==> src/rtl/cursor_uart_rx.sv <==
// Cursor-link UART receiver (8N1) and 5-byte packet decoder with checksum check.
// Optional inter-byte timeout enabled by defining CURSOR_RX_TIMEOUT_EN.
module cursor_uart_rx #(
    parameter int          CLKS_PER_BIT = 868,
    parameter logic [7:0]  SYNC_BYTE    = 8'hA5,
    parameter int          TIMEOUT_BITS = 20
) (
    input  logic              clk,
    input  logic              rst_n,
    input  logic              rx,
    output logic              pkt_valid,
    output logic [1:0]        buttons,
    output logic signed [7:0] dx,
    output logic signed [7:0] dy,
    output logic              frame_err,
    output logic              chk_err,
    output logic              timeout_err
);

    localparam int CNT_W = $clog2(CLKS_PER_BIT);
    localparam logic [CNT_W-1:0] HALF_M1 = CNT_W'(CLKS_PER_BIT / 2 - 1);
    localparam logic [CNT_W-1:0] FULL_M1 = CNT_W'(CLKS_PER_BIT - 1);

    typedef enum logic [1:0] {IDLE, START, DATA, STOP} bit_state_t;
    typedef enum logic [2:0] {WAIT_SYNC, GET_BTN, GET_DX, GET_DY, GET_CHK} pkt_state_t;

    bit_state_t       bit_state, bit_nxt;
    pkt_state_t       pkt_state, pkt_nxt;
    logic             rx_meta, rx_sync, rx_prev;
    logic [CNT_W-1:0] clk_cnt;
    logic [2:0]       bit_cnt;
    logic [7:0]       rx_byte;
    logic             byte_done;
    logic [7:0]       hold_btn, hold_dx, hold_dy;
    logic             start_edge, tick, load_out, chk_bad, timeout_hit;

    // NOTE: the synchroniser resets to the idle line level so reset release never looks like a start edge.
    always_ff @(posedge clk or negedge rst_n) begin
        if (!rst_n) begin
            rx_meta <= 1'b1;
            rx_sync <= 1'b1;
            rx_prev <= 1'b1;
        end else begin
            rx_meta <= rx;
            rx_sync <= rx_meta;
            rx_prev <= rx_sync;
        end
    end

    assign start_edge = rx_prev & ~rx_sync;
    assign tick       = (bit_state == START) ? (clk_cnt == HALF_M1) : (clk_cnt == FULL_M1);

    // NOTE: every always_comb output gets a default first so no path leaves it unassigned (no latch).
    always_comb begin
        bit_nxt = bit_state;
        case (bit_state)
            IDLE:  if (start_edge) bit_nxt = START;
            START: if (tick) bit_nxt = rx_sync ? IDLE : DATA;
            DATA:  if (tick && bit_cnt == 3'd7) bit_nxt = STOP;
            STOP:  if (tick) bit_nxt = IDLE;
            default: bit_nxt = IDLE;
        endcase
    end

    // NOTE: all state and datapath registers use non-blocking assignments.
    always_ff @(posedge clk or negedge rst_n) begin
        if (!rst_n) begin
            bit_state <= IDLE;
            clk_cnt   <= '0;
            bit_cnt   <= '0;
            rx_byte   <= '0;
            byte_done <= 1'b0;
            frame_err <= 1'b0;
        end else begin
            bit_state <= bit_nxt;
            clk_cnt   <= (bit_state == IDLE || tick) ? '0 : clk_cnt + 1'b1;
            if (bit_state == IDLE)
                bit_cnt <= '0;
            else if (bit_state == DATA && tick)
                bit_cnt <= bit_cnt + 3'd1;
            if (bit_state == DATA && tick)
                rx_byte <= {rx_sync, rx_byte[7:1]};
            byte_done <= (bit_state == STOP) && tick && rx_sync;
            frame_err <= (bit_state == STOP) && tick && !rx_sync;
        end
    end

`ifdef CURSOR_RX_TIMEOUT_EN
    localparam int TO_LIMIT = TIMEOUT_BITS * CLKS_PER_BIT;
    localparam int TO_W     = $clog2(TO_LIMIT);
    logic [TO_W-1:0] to_cnt;
    logic            to_run;

    // Only idle line time between bytes of a partial packet counts toward the timeout.
    assign to_run      = (pkt_state != WAIT_SYNC) && (bit_state == IDLE);
    assign timeout_hit = to_run && (to_cnt == TO_W'(TO_LIMIT - 1));

    always_ff @(posedge clk or negedge rst_n) begin
        if (!rst_n) begin
            to_cnt      <= '0;
            timeout_err <= 1'b0;
        end else begin
            timeout_err <= timeout_hit;
            if (start_edge || pkt_state == WAIT_SYNC || timeout_hit)
                to_cnt <= '0;
            else if (to_run)
                to_cnt <= to_cnt + 1'b1;
        end
    end
`else
    assign timeout_hit = 1'b0;
    assign timeout_err = 1'b0;
`endif

    always_comb begin
        pkt_nxt  = pkt_state;
        load_out = 1'b0;
        chk_bad  = 1'b0;
        if (frame_err || timeout_hit) begin
            pkt_nxt = WAIT_SYNC;
        end else if (byte_done) begin
            case (pkt_state)
                WAIT_SYNC: if (rx_byte == SYNC_BYTE) pkt_nxt = GET_BTN;
                GET_BTN:   pkt_nxt = GET_DX;
                GET_DX:    pkt_nxt = GET_DY;
                GET_DY:    pkt_nxt = GET_CHK;
                GET_CHK: begin
                    if (rx_byte == (hold_btn ^ hold_dx ^ hold_dy))
                        load_out = 1'b1;
                    else
                        chk_bad = 1'b1;
                    pkt_nxt = WAIT_SYNC;
                end
                default:   pkt_nxt = WAIT_SYNC;
            endcase
        end
    end

    always_ff @(posedge clk or negedge rst_n) begin
        if (!rst_n) begin
            pkt_state <= WAIT_SYNC;
            hold_btn  <= '0;
            hold_dx   <= '0;
            hold_dy   <= '0;
            pkt_valid <= 1'b0;
            chk_err   <= 1'b0;
            buttons   <= '0;
            dx        <= '0;
            dy        <= '0;
        end else begin
            pkt_state <= pkt_nxt;
            pkt_valid <= load_out;
            chk_err   <= chk_bad;
            if (byte_done && pkt_state == GET_BTN) hold_btn <= rx_byte;
            if (byte_done && pkt_state == GET_DX)  hold_dx  <= rx_byte;
            if (byte_done && pkt_state == GET_DY)  hold_dy  <= rx_byte;
            if (load_out) begin
                buttons <= hold_btn[1:0];
                dx      <= hold_dx;
                dy      <= hold_dy;
            end
        end
    end

endmodule

==> config.mk <==
export PLATFORM = sky130hd
export DESIGN_NAME = cursor_uart_rx
export DESIGN_NICKNAME = d
export VERILOG_FILES = /design/src/rtl/cursor_uart_rx.sv
export SDC_FILE = /design/constraint.sdc
export NUM_CORES = 1
export LEC_CHECK = 0
export BUFFER_PORTS_ARGS = -buffer_cell sky130_fd_sc_hd__buf_2
export CORE_AREA = 2 2 92 116
export CTS_BUF_LIST = sky130_fd_sc_hd__clkbuf_4
export CTS_CLUSTER_SIZE = 16
export DETAILED_ROUTE_END_ITERATION = 10
export DIE_AREA = 0 0 94 118
export HOLD_SLACK_MARGIN = 0.1
export MAX_ROUTING_LAYER = met4
export PLACE_DENSITY = 0.53
export REMOVE_ABC_BUFFERS = 1
export SLEW_MARGIN = 30
export SYNTH_ARGS = -nofsm -noshare
export SYNTH_HDL_FRONTEND = slang
export SYNTH_SLANG_ARGS = --single-unit
==> constraint.sdc <==
create_clock -name clk -period 2.9 [get_ports clk]
set_input_delay 0.58 -clock clk [delete_from_list [all_inputs] [get_ports clk]]
set_output_delay 0.58 -clock clk [all_outputs]
set_load 0.01 [all_outputs]
==> impl_results.html, run 1 <==
<table>
<tr><th>Metric</th><th>Value</th></tr>
<tr><th colspan="2">Status</th></tr>
<tr><td>Status</td><td>finished, final reports clean</td></tr>
<tr><th colspan="2">Worst setup path</th></tr>
<tr><td>Critical Path AT</td><td>2870 ps</td></tr>
<tr><td>Endpoint class of the critical path</td><td>flop</td></tr>
<tr><td>Max FO, Critical Path</td><td>11</td></tr>
<tr><td>Category of the critical setup timing path</td><td>flop to flop</td></tr>
<tr><td>Endpoint required time on the critical path</td><td>3200 ps</td></tr>
<tr><td>Worst Setup Start Kind</td><td>flop</td></tr>
<tr><th colspan="2">Die</th></tr>
<tr><td>Die width</td><td>94 um</td></tr>
<tr><td>Effective utilization at floorplan</td><td>32.31%</td></tr>
<tr><td>Row count</td><td>41</td></tr>
<tr><td>Die boundary height</td><td>118 um</td></tr>
<tr><td>Area of the core</td><td>0.01000 mm2</td></tr>
<tr><td>I/O pin count</td><td>25</td></tr>
<tr><td>Overall die area</td><td>0.01109 mm2</td></tr>
<tr><th colspan="2">CTS</th></tr>
<tr><td>CTS Hold Buffers Added</td><td>0</td></tr>
<tr><td>Clock tree root driver cell</td><td>clkbuf_4</td></tr>
<tr><td>Number of buffers created by CTS</td><td>9</td></tr>
<tr><td>Number of gates given a new drive strength after cts</td><td>0</td></tr>
<tr><td>Clock edge transition at the registers on the reported setup and hold paths</td><td>120 ps</td></tr>
<tr><td>CTS tree</td><td>yes</td></tr>
<tr><td>Number of sinks driven by the clock tree</td><td>75</td></tr>
<tr><td>Clk buf depth</td><td>2</td></tr>
<tr><td>Number of setup buffers added after CTS</td><td>0</td></tr>
<tr><td># H-tree levels</td><td>3</td></tr>
<tr><td>Clock latency at the later pin of the worst-skew pair</td><td>420 ps</td></tr>
<tr><th colspan="2">Routing</th></tr>
<tr><td>Routed via count divided by cell count</td><td>4.520</td></tr>
<tr><td>Routed wire length</td><td>5.526 mm</td></tr>
<tr><td>Post-DR wirelength/cell</td><td>13.61 um</td></tr>
<tr><td>First-iteration detailed-routing DRC count</td><td>77</td></tr>
<tr><td>Number of detailed-routing iterations run before antenna repair</td><td>4</td></tr>
<tr><td>Count of unresolved DRC violations after routing</td><td>0</td></tr>
<tr><td>Via count of the routed design</td><td>1835</td></tr>
<tr><td>Antenna Nets Post-Route</td><td>0</td></tr>
<tr><th colspan="2">GRT</th></tr>
<tr><td>Initial antenna violation count</td><td>0</td></tr>
<tr><td>Total overflow reported by the global router</td><td>0</td></tr>
<tr><td>Overall Global Routing Usage</td><td>11.45%</td></tr>
<tr><td>Via count of the first global-routing pass</td><td>1879</td></tr>
<tr><td>Maximum number of pins on one net before global-route repair</td><td>76</td></tr>
<tr><td>Global-route wire length before repair</td><td>9.411 mm</td></tr>
<tr><th colspan="2">Logic synthesis</th></tr>
<tr><td>Number of enable flip-flop cells after synthesis</td><td>0</td></tr>
<tr><td>Leading area contributor after synthesis</td><td>dfrtp_1</td></tr>
<tr><td>Mapped Area</td><td>0.003232 mm2</td></tr>
<tr><td>Register area share after synthesis</td><td>58.19%</td></tr>
<tr><td>Number of library cell types mapped by synthesis</td><td>35</td></tr>
<tr><td>Synth async-reset ratio</td><td>100.0%</td></tr>
<tr><td>Cell types with the largest area share after synthesis</td><td>dfrtp_1 56%, mux2_2 18%, xnor2_1 5.4%</td></tr>
<tr><td>Post-synth top area share</td><td>55.75%</td></tr>
<tr><td>YS warnings</td><td>0</td></tr>
<tr><td>Average cell area after synthesis</td><td>13.30 um2</td></tr>
<tr><td>Dominant synthesized flop cell</td><td>dfrtp_1</td></tr>
<tr><td>Commonest cells in the netlist</td><td>72 x dfrtp_1, 52 x mux2_2, 20 x nor2_1, 20 x xnor2_1, 12 x xor2_1</td></tr>
<tr><td>Most common cell in the synthesized netlist</td><td>dfrtp_1</td></tr>
<tr><td>Gate Count Post-Synth</td><td>243</td></tr>
<tr><td>Flop and latch count out of synthesis</td><td>75</td></tr>
<tr><th colspan="2">Power</th></tr>
<tr><td>Clock Power Share</td><td>30.0%</td></tr>
<tr><td>Maximum ir drop on the vdd rail</td><td>333.8 uV</td></tr>
<tr><td>Power dissipated by switching net loads</td><td>0.4698 mW</td></tr>
<tr><td>Share of total power consumed by net switching</td><td>25.51%</td></tr>
<tr><td>Cell-internal power</td><td>1.372 mW</td></tr>
<tr><td>Ratio of total power to cell area</td><td>510.4 mW/mm2</td></tr>
<tr><td>Leakage</td><td>1.831 nW</td></tr>
<tr><td>Proportion of power drawn by flip-flops and latches</td><td>62.7%</td></tr>
<tr><td>Total power of the final layout</td><td>1.842 mW</td></tr>
<tr><td>Combinational cell fraction of total power</td><td>7.3%</td></tr>
<tr><th colspan="2">Timing</th></tr>
<tr><td>Number of slew-limit violations in the final report</td><td>0</td></tr>
<tr><td>Final TNS setup</td><td>0 ps</td></tr>
<tr><td>Portion of the clock cycle consumed by the worst path in the final layout</td><td>88.67%</td></tr>
<tr><td>Time the worst path needs with I/O delays and setup</td><td>2571 ps</td></tr>
<tr><td>Measured slew at the worst slew-check pin</td><td>670.4 ps</td></tr>
<tr><td>RSZ-0062 raised after global routing</td><td>false</td></tr>
<tr><td>Number of endpoints with negative hold slack in the final report</td><td>0</td></tr>
<tr><td>Highest attainable clock frequency</td><td>0.3889 GHz</td></tr>
<tr><td>Final setup violation count</td><td>0</td></tr>
<tr><td>Slew margin rel.</td><td>55.31%</td></tr>
<tr><td>Maximum clock skew at final layout</td><td>30.36 ps</td></tr>
<tr><th colspan="2">Cells and area</th></tr>
<tr><td>Total inserted antenna cells</td><td>0</td></tr>
<tr><td>Layout net count</td><td>278</td></tr>
<tr><td>Area overhead of the layout relative to synthesis</td><td>11.65%</td></tr>
<tr><td>Layout cell share with drive strength beyond 1</td><td>36.10%</td></tr>
<tr><th colspan="2">Run</th></tr>
<tr><td>Max-cap violations</td><td>0</td></tr>
<tr><th colspan="2">Placement</th></tr>
<tr><td>Half-perimeter wire length of the detailed placement result</td><td>3.653 mm</td></tr>
<tr><td>Quantity of I/O buffers inserted on ports</td><td>23</td></tr>
<tr><td>Final GP Congestion</td><td>0.8121</td></tr>
<tr><th colspan="2">Worst hold path</th></tr>
<tr><td>Class of the tightest hold or removal check</td><td>primary input to async pin</td></tr>
</table>
-- cells by family after synthesis --
logic type	count (synthesis)	share of synthesized area (%)
other	1	0.1160
muxes	54	18.74
DFF	75	58.19
adders and majority gates	3	1.162
and+or+nand+nor	53	9.215
xor gates and xnor gates	32	8.672
buffers and inverters	13	1.936
AOI/OAI and AO/OA	12	1.974
-- placed cells by master (no fill, tap or decap), types with 3 or more instances in the layout --
master,Yosys,final
nor2_1,20,20
clkbuf_4,0,13
nand3_1,6,6
nor4_1,3,3
buf_4,1,3
mux2_2,52,52
xnor2_1,20,20
dfrtp_1,72,72
ha_1,3,3
buf_2,2,22
o21ai_0,3,3
xor2_1,12,12
nand2_1,5,5
inv_1,5,5
a21oi_1,8,8
dfstp_2,3,3
and3_1,3,3
-- critical path, stage by stage, from the launching register on --
cell      delay (ps)
dfrtp_1          490
nand2b_1         200
or4_1            470
a21oi_1          370
and3b_1          530
mux2_2           390
-- path summary, 6_finish.rpt --
check                                          to  slack, ps  cells after the start
max                        rx_byte[1]$_DFFE_PN0P_        330                      5
min                        buttons[0]$_DFFE_PN0P_        150                      1
max reg2reg                rx_byte[1]$_DFFE_PN0P_        330                      5
min reg2reg                     rx_sync$_DFF_PN1_        360                      0
max in group asynchronous       dx[6]$_DFFE_PN0P_       2250                      1
min in group clk                rx_meta$_DFF_PN1_        260                      1
-- cell type report --
| class | instances | area [um2] |
|---|---|---|
| Fill cell | 989 | 6395 |
| Sequential cell | 75 | 1881 |
| Multi-Input combinational cell | 155 | 1289 |
| Tap cell | 129 | 161.4 |
| Timing Repair Buffer | 26 | 143.9 |
| Clock buffer | 13 | 97.59 |
| Inverter | 5 | 18.77 |
| Clock inverter | 3 | 17.52 |
-- power groups by stage --
stage	logic, mW	registers, mW	clock network, mW
4_1_cts	0.138	1.16	0.589
2_1_floorplan	0.0980	1.16	0
3_5_place_dp	0.136	1.18	0
3_3_place_gp	0.136	1.17	0
5_1_grt	0.159	1.17	0.642
6_report	0.134	1.16	0.553
-- through the flow --
stage               util [%]  setup slack, ps  instance area (um2)  instances  hold slack (ps)
CTS                    36.04            314.1                 3605        406            211.2
global route           36.07            168.5                 3608        406            191.3
detailed placement     34.88            350.3                 3490        390            347.2
global placement       34.88            446.7                 3490        390            348.6
floorplan                  -            630.6                 3188        235            284.4
finish                 36.07            328.6                 3608        406            154.8
-- state kept, by name, summed over array words and instances, names as in the netlist, 2 cells and up, named ones only --
register and count:
rx_byte 8, pkt_state 3, buttons 2, dy 8
hold_btn 8, bit_cnt 3, hold_dx 8, clk_cnt 10
hold_dy 8, dx 8
-- routing by layer --
metal  vias to the layer above  wire, um  global-route usage, %
met5                         -         0                      -
met4                         0        74                  5.707
met2                        23      2796                  17.28
met3                         6       184                  3.265
met1                       911      2471                  13.94
li1                        895         -                      -
Note: power is estimated with default switching activity, not from simulation.
==> run 2, diff against run 1 <==
--- a/config.mk
+++ b/config.mk
@@ -5,7 +5,7 @@
 export SDC_FILE = /design/constraint.sdc
 export NUM_CORES = 1
 export LEC_CHECK = 0
-export BUFFER_PORTS_ARGS = -buffer_cell sky130_fd_sc_hd__buf_2
+export BUFFER_PORTS_ARGS = -buffer_cell sky130_fd_sc_hd__buf_4
 export CORE_AREA = 2 2 92 116
 export CTS_BUF_LIST = sky130_fd_sc_hd__clkbuf_4
 export CTS_CLUSTER_SIZE = 16
==> impl_results.html, run 2 (synthesis results as in run 1) <==
<table>
<tr><th>Metric</th><th>Value</th></tr>
<tr><th colspan="2">Status</th></tr>
<tr><td>Status</td><td>finished, final reports clean</td></tr>
<tr><th colspan="2">Die</th></tr>
<tr><td>Die width</td><td>94 um</td></tr>
<tr><td>I/O pin count</td><td>25</td></tr>
<tr><td>Area of the core</td><td>0.01000 mm2</td></tr>
<tr><td>Effective utilization at floorplan</td><td>32.31%</td></tr>
<tr><td>Die boundary height</td><td>118 um</td></tr>
<tr><td>Row count</td><td>41</td></tr>
<tr><td>Overall die area</td><td>0.01109 mm2</td></tr>
<tr><th colspan="2">CTS</th></tr>
<tr><td>Number of setup buffers added after CTS</td><td>0</td></tr>
<tr><td>Clk buf depth</td><td>2</td></tr>
<tr><td>Number of sinks driven by the clock tree</td><td>75</td></tr>
<tr><td>Clock tree root driver cell</td><td>clkbuf_4</td></tr>
<tr><td>Number of buffers created by CTS</td><td>9</td></tr>
<tr><td>Clock latency at the later pin of the worst-skew pair</td><td>420 ps</td></tr>
<tr><td># H-tree levels</td><td>3</td></tr>
<tr><td>Clock edge transition at the registers on the reported setup and hold paths</td><td>120 ps</td></tr>
<tr><td>CTS Hold Buffers Added</td><td>0</td></tr>
<tr><td>CTS tree</td><td>yes</td></tr>
<tr><td>Number of gates given a new drive strength after cts</td><td>0</td></tr>
<tr><th colspan="2">Timing</th></tr>
<tr><td>Portion of the clock cycle consumed by the worst path in the final layout</td><td>87.37%</td></tr>
<tr><td>Number of slew-limit violations in the final report</td><td>0</td></tr>
<tr><td>RSZ-0062 raised after global routing</td><td>false</td></tr>
<tr><td>Number of endpoints with negative hold slack in the final report</td><td>0</td></tr>
<tr><td>Slew margin rel.</td><td>54.46%</td></tr>
<tr><td>Final setup violation count</td><td>0</td></tr>
<tr><td>Final TNS setup</td><td>0 ps</td></tr>
<tr><td>Measured slew at the worst slew-check pin</td><td>683.1 ps</td></tr>
<tr><td>Time the worst path needs with I/O delays and setup</td><td>2534 ps</td></tr>
<tr><td>Final WS setup</td><td>366.3 ps</td></tr>
<tr><td>Highest attainable clock frequency</td><td>0.3947 GHz</td></tr>
<tr><td>Maximum clock skew at final layout</td><td>19.82 ps</td></tr>
<tr><th colspan="2">Placement</th></tr>
<tr><td>Final GP Congestion</td><td>0.8031</td></tr>
<tr><td>Total placed cells including tap cells</td><td>390</td></tr>
<tr><td>Half-perimeter wire length of the detailed placement result</td><td>3.616 mm</td></tr>
<tr><td>Quantity of I/O buffers inserted on ports</td><td>23</td></tr>
<tr><td>Area after detailed placement</td><td>0.003545 mm2</td></tr>
<tr><td>Post-Place Setup Slack</td><td>387.8 ps</td></tr>
<tr><th colspan="2">Power</th></tr>
<tr><td>Ratio of total power to cell area</td><td>502.8 mW/mm2</td></tr>
<tr><td>Share of total power consumed by net switching</td><td>25.52%</td></tr>
<tr><td>Maximum ir drop on the vdd rail</td><td>285.0 uV</td></tr>
<tr><td>Cell-internal power</td><td>1.371 mW</td></tr>
<tr><td>Proportion of power drawn by flip-flops and latches</td><td>62.8%</td></tr>
<tr><td>Power dissipated by switching net loads</td><td>0.4696 mW</td></tr>
<tr><td>Combinational cell fraction of total power</td><td>7.2%</td></tr>
<tr><td>Clock Power Share</td><td>30.1%</td></tr>
<tr><td>Leakage</td><td>1.827 nW</td></tr>
<tr><th colspan="2">GRT</th></tr>
<tr><td>Initial antenna violation count</td><td>0</td></tr>
<tr><td>Via count of the first global-routing pass</td><td>1838</td></tr>
<tr><td>Global-route wire length before repair</td><td>9.384 mm</td></tr>
<tr><td>Total overflow reported by the global router</td><td>0</td></tr>
<tr><td>Overall Global Routing Usage</td><td>11.32%</td></tr>
<tr><td>Maximum number of pins on one net before global-route repair</td><td>76</td></tr>
<tr><th colspan="2">Run</th></tr>
<tr><td>Max-cap violations</td><td>0</td></tr>
<tr><th colspan="2">Cells and area</th></tr>
<tr><td>Layout filler cell count</td><td>977</td></tr>
<tr><td>Area overhead of the layout relative to synthesis</td><td>13.24%</td></tr>
<tr><td>Total inserted antenna cells</td><td>0</td></tr>
<tr><td>Area taken by multi-input logic gates</td><td>0.001289 mm2</td></tr>
<tr><td>Area taken by flip-flops and latches</td><td>0.001881 mm2</td></tr>
<tr><td>Number of flip-flops in the largest register</td><td>10</td></tr>
<tr><td>Final Non-Filler Cells</td><td>405</td></tr>
<tr><td>Layout Cell Area excl Fill</td><td>0.003660 mm2</td></tr>
<tr><td>Leading cell types in the layout, fill and taps excluded</td><td>72 x dfrtp_1, 52 x mux2_2, 25 x buf_4</td></tr>
<tr><td>Most flops, register</td><td>clk_cnt</td></tr>
<tr><td>Layout net count</td><td>278</td></tr>
<tr><td>Layout cell share with drive strength beyond 1</td><td>36.23%</td></tr>
<tr><td>Most common cell after layout, fill and taps aside</td><td>dfrtp_1</td></tr>
<tr><th colspan="2">Worst setup path</th></tr>
<tr><td>Endpoint required time on the critical path</td><td>3210 ps</td></tr>
<tr><td>Category of the critical setup timing path</td><td>flop to flop</td></tr>
<tr><td>Max FO, Critical Path</td><td>11</td></tr>
<tr><td>Worst Setup Start Kind</td><td>flop</td></tr>
<tr><td>Endpoint class of the critical path</td><td>flop</td></tr>
<tr><td>Critical Path AT</td><td>2850 ps</td></tr>
<tr><th colspan="2">Routing</th></tr>
<tr><td>Antenna Nets Post-Route</td><td>0</td></tr>
<tr><td>First-iteration detailed-routing DRC count</td><td>86</td></tr>
<tr><td>Count of unresolved DRC violations after routing</td><td>0</td></tr>
<tr><td>Number of detailed-routing iterations run before antenna repair</td><td>4</td></tr>
<tr><td>Post-DR wirelength/cell</td><td>13.31 um</td></tr>
<tr><td>Routed via count divided by cell count</td><td>4.570</td></tr>
<tr><td>Routed wire length</td><td>5.391 mm</td></tr>
<tr><td>Via count of the routed design</td><td>1851</td></tr>
<tr><th colspan="2">Worst hold path</th></tr>
<tr><td>Class of the tightest hold or removal check</td><td>primary input to async pin</td></tr>
</table>
[run 2: stage by stage]
step,hold WS (ps),utilization [%],total power [mW]
after CTS,212.5,36.55,1.879
final,170.1,36.59,1.840
after floorplan,284.4,-,1.260
after global placement,348.1,35.43,1.308
after global routing,190.6,36.59,1.964
after detailed placement,347.5,35.43,1.308
[run 2: power groups by stage]
stage,registers [mW],logic [mW],clock network [mW]
final,1.15,0.132,0.553
after global routing,1.17,0.163,0.633
after CTS,1.15,0.136,0.588
after detailed placement,1.17,0.133,0
after global placement,1.17,0.135,0
after floorplan,1.16,0.0980,0
[run 2: worst paths after layout]
kind	cells past startpoint	slack, ps	startpoint	to
max in group asynchronous	1	2250	rst_n	dx[6]$_DFFE_PN0P_
min reg2reg	0	360	rx_meta$_DFF_PN1_	rx_sync$_DFF_PN1_
max	5	370	flop	rx_byte[0]$_DFFE_PN0P_
min	1	170	rst_n	hold_btn[0]$_DFFE_PN0P_
max reg2reg	5	370	flop	rx_byte[0]$_DFFE_PN0P_
min in group clk	1	250	rx	rx_meta$_DFF_PN1_
[run 2: final cells by class]
class	instances	area share, %
tap	129	4.410
clock inverter	2	0.3761
inverter	5	0.5128
sequential	75	51.38
clock buffer	13	2.667
multi-input combinational	155	35.21
timing repair buffer	26	5.436
[run 2: critical path, stage by stage, from the launching register on]
cell	delay (ps)
dfrtp_1	490
nand2b_1	190
or4_1	470
a21oi_1	360
and3b_1	530
mux2_2	390
[run 2: per-layer routing]
metal	vias to the layer above	track usage [%]	share of wire, %
li1	901	-	-
met1	919	13.60	44
met2	22	17.10	51
met3	9	3.649	3.3
met4	0	5.435	1.7
met5	-	-	0
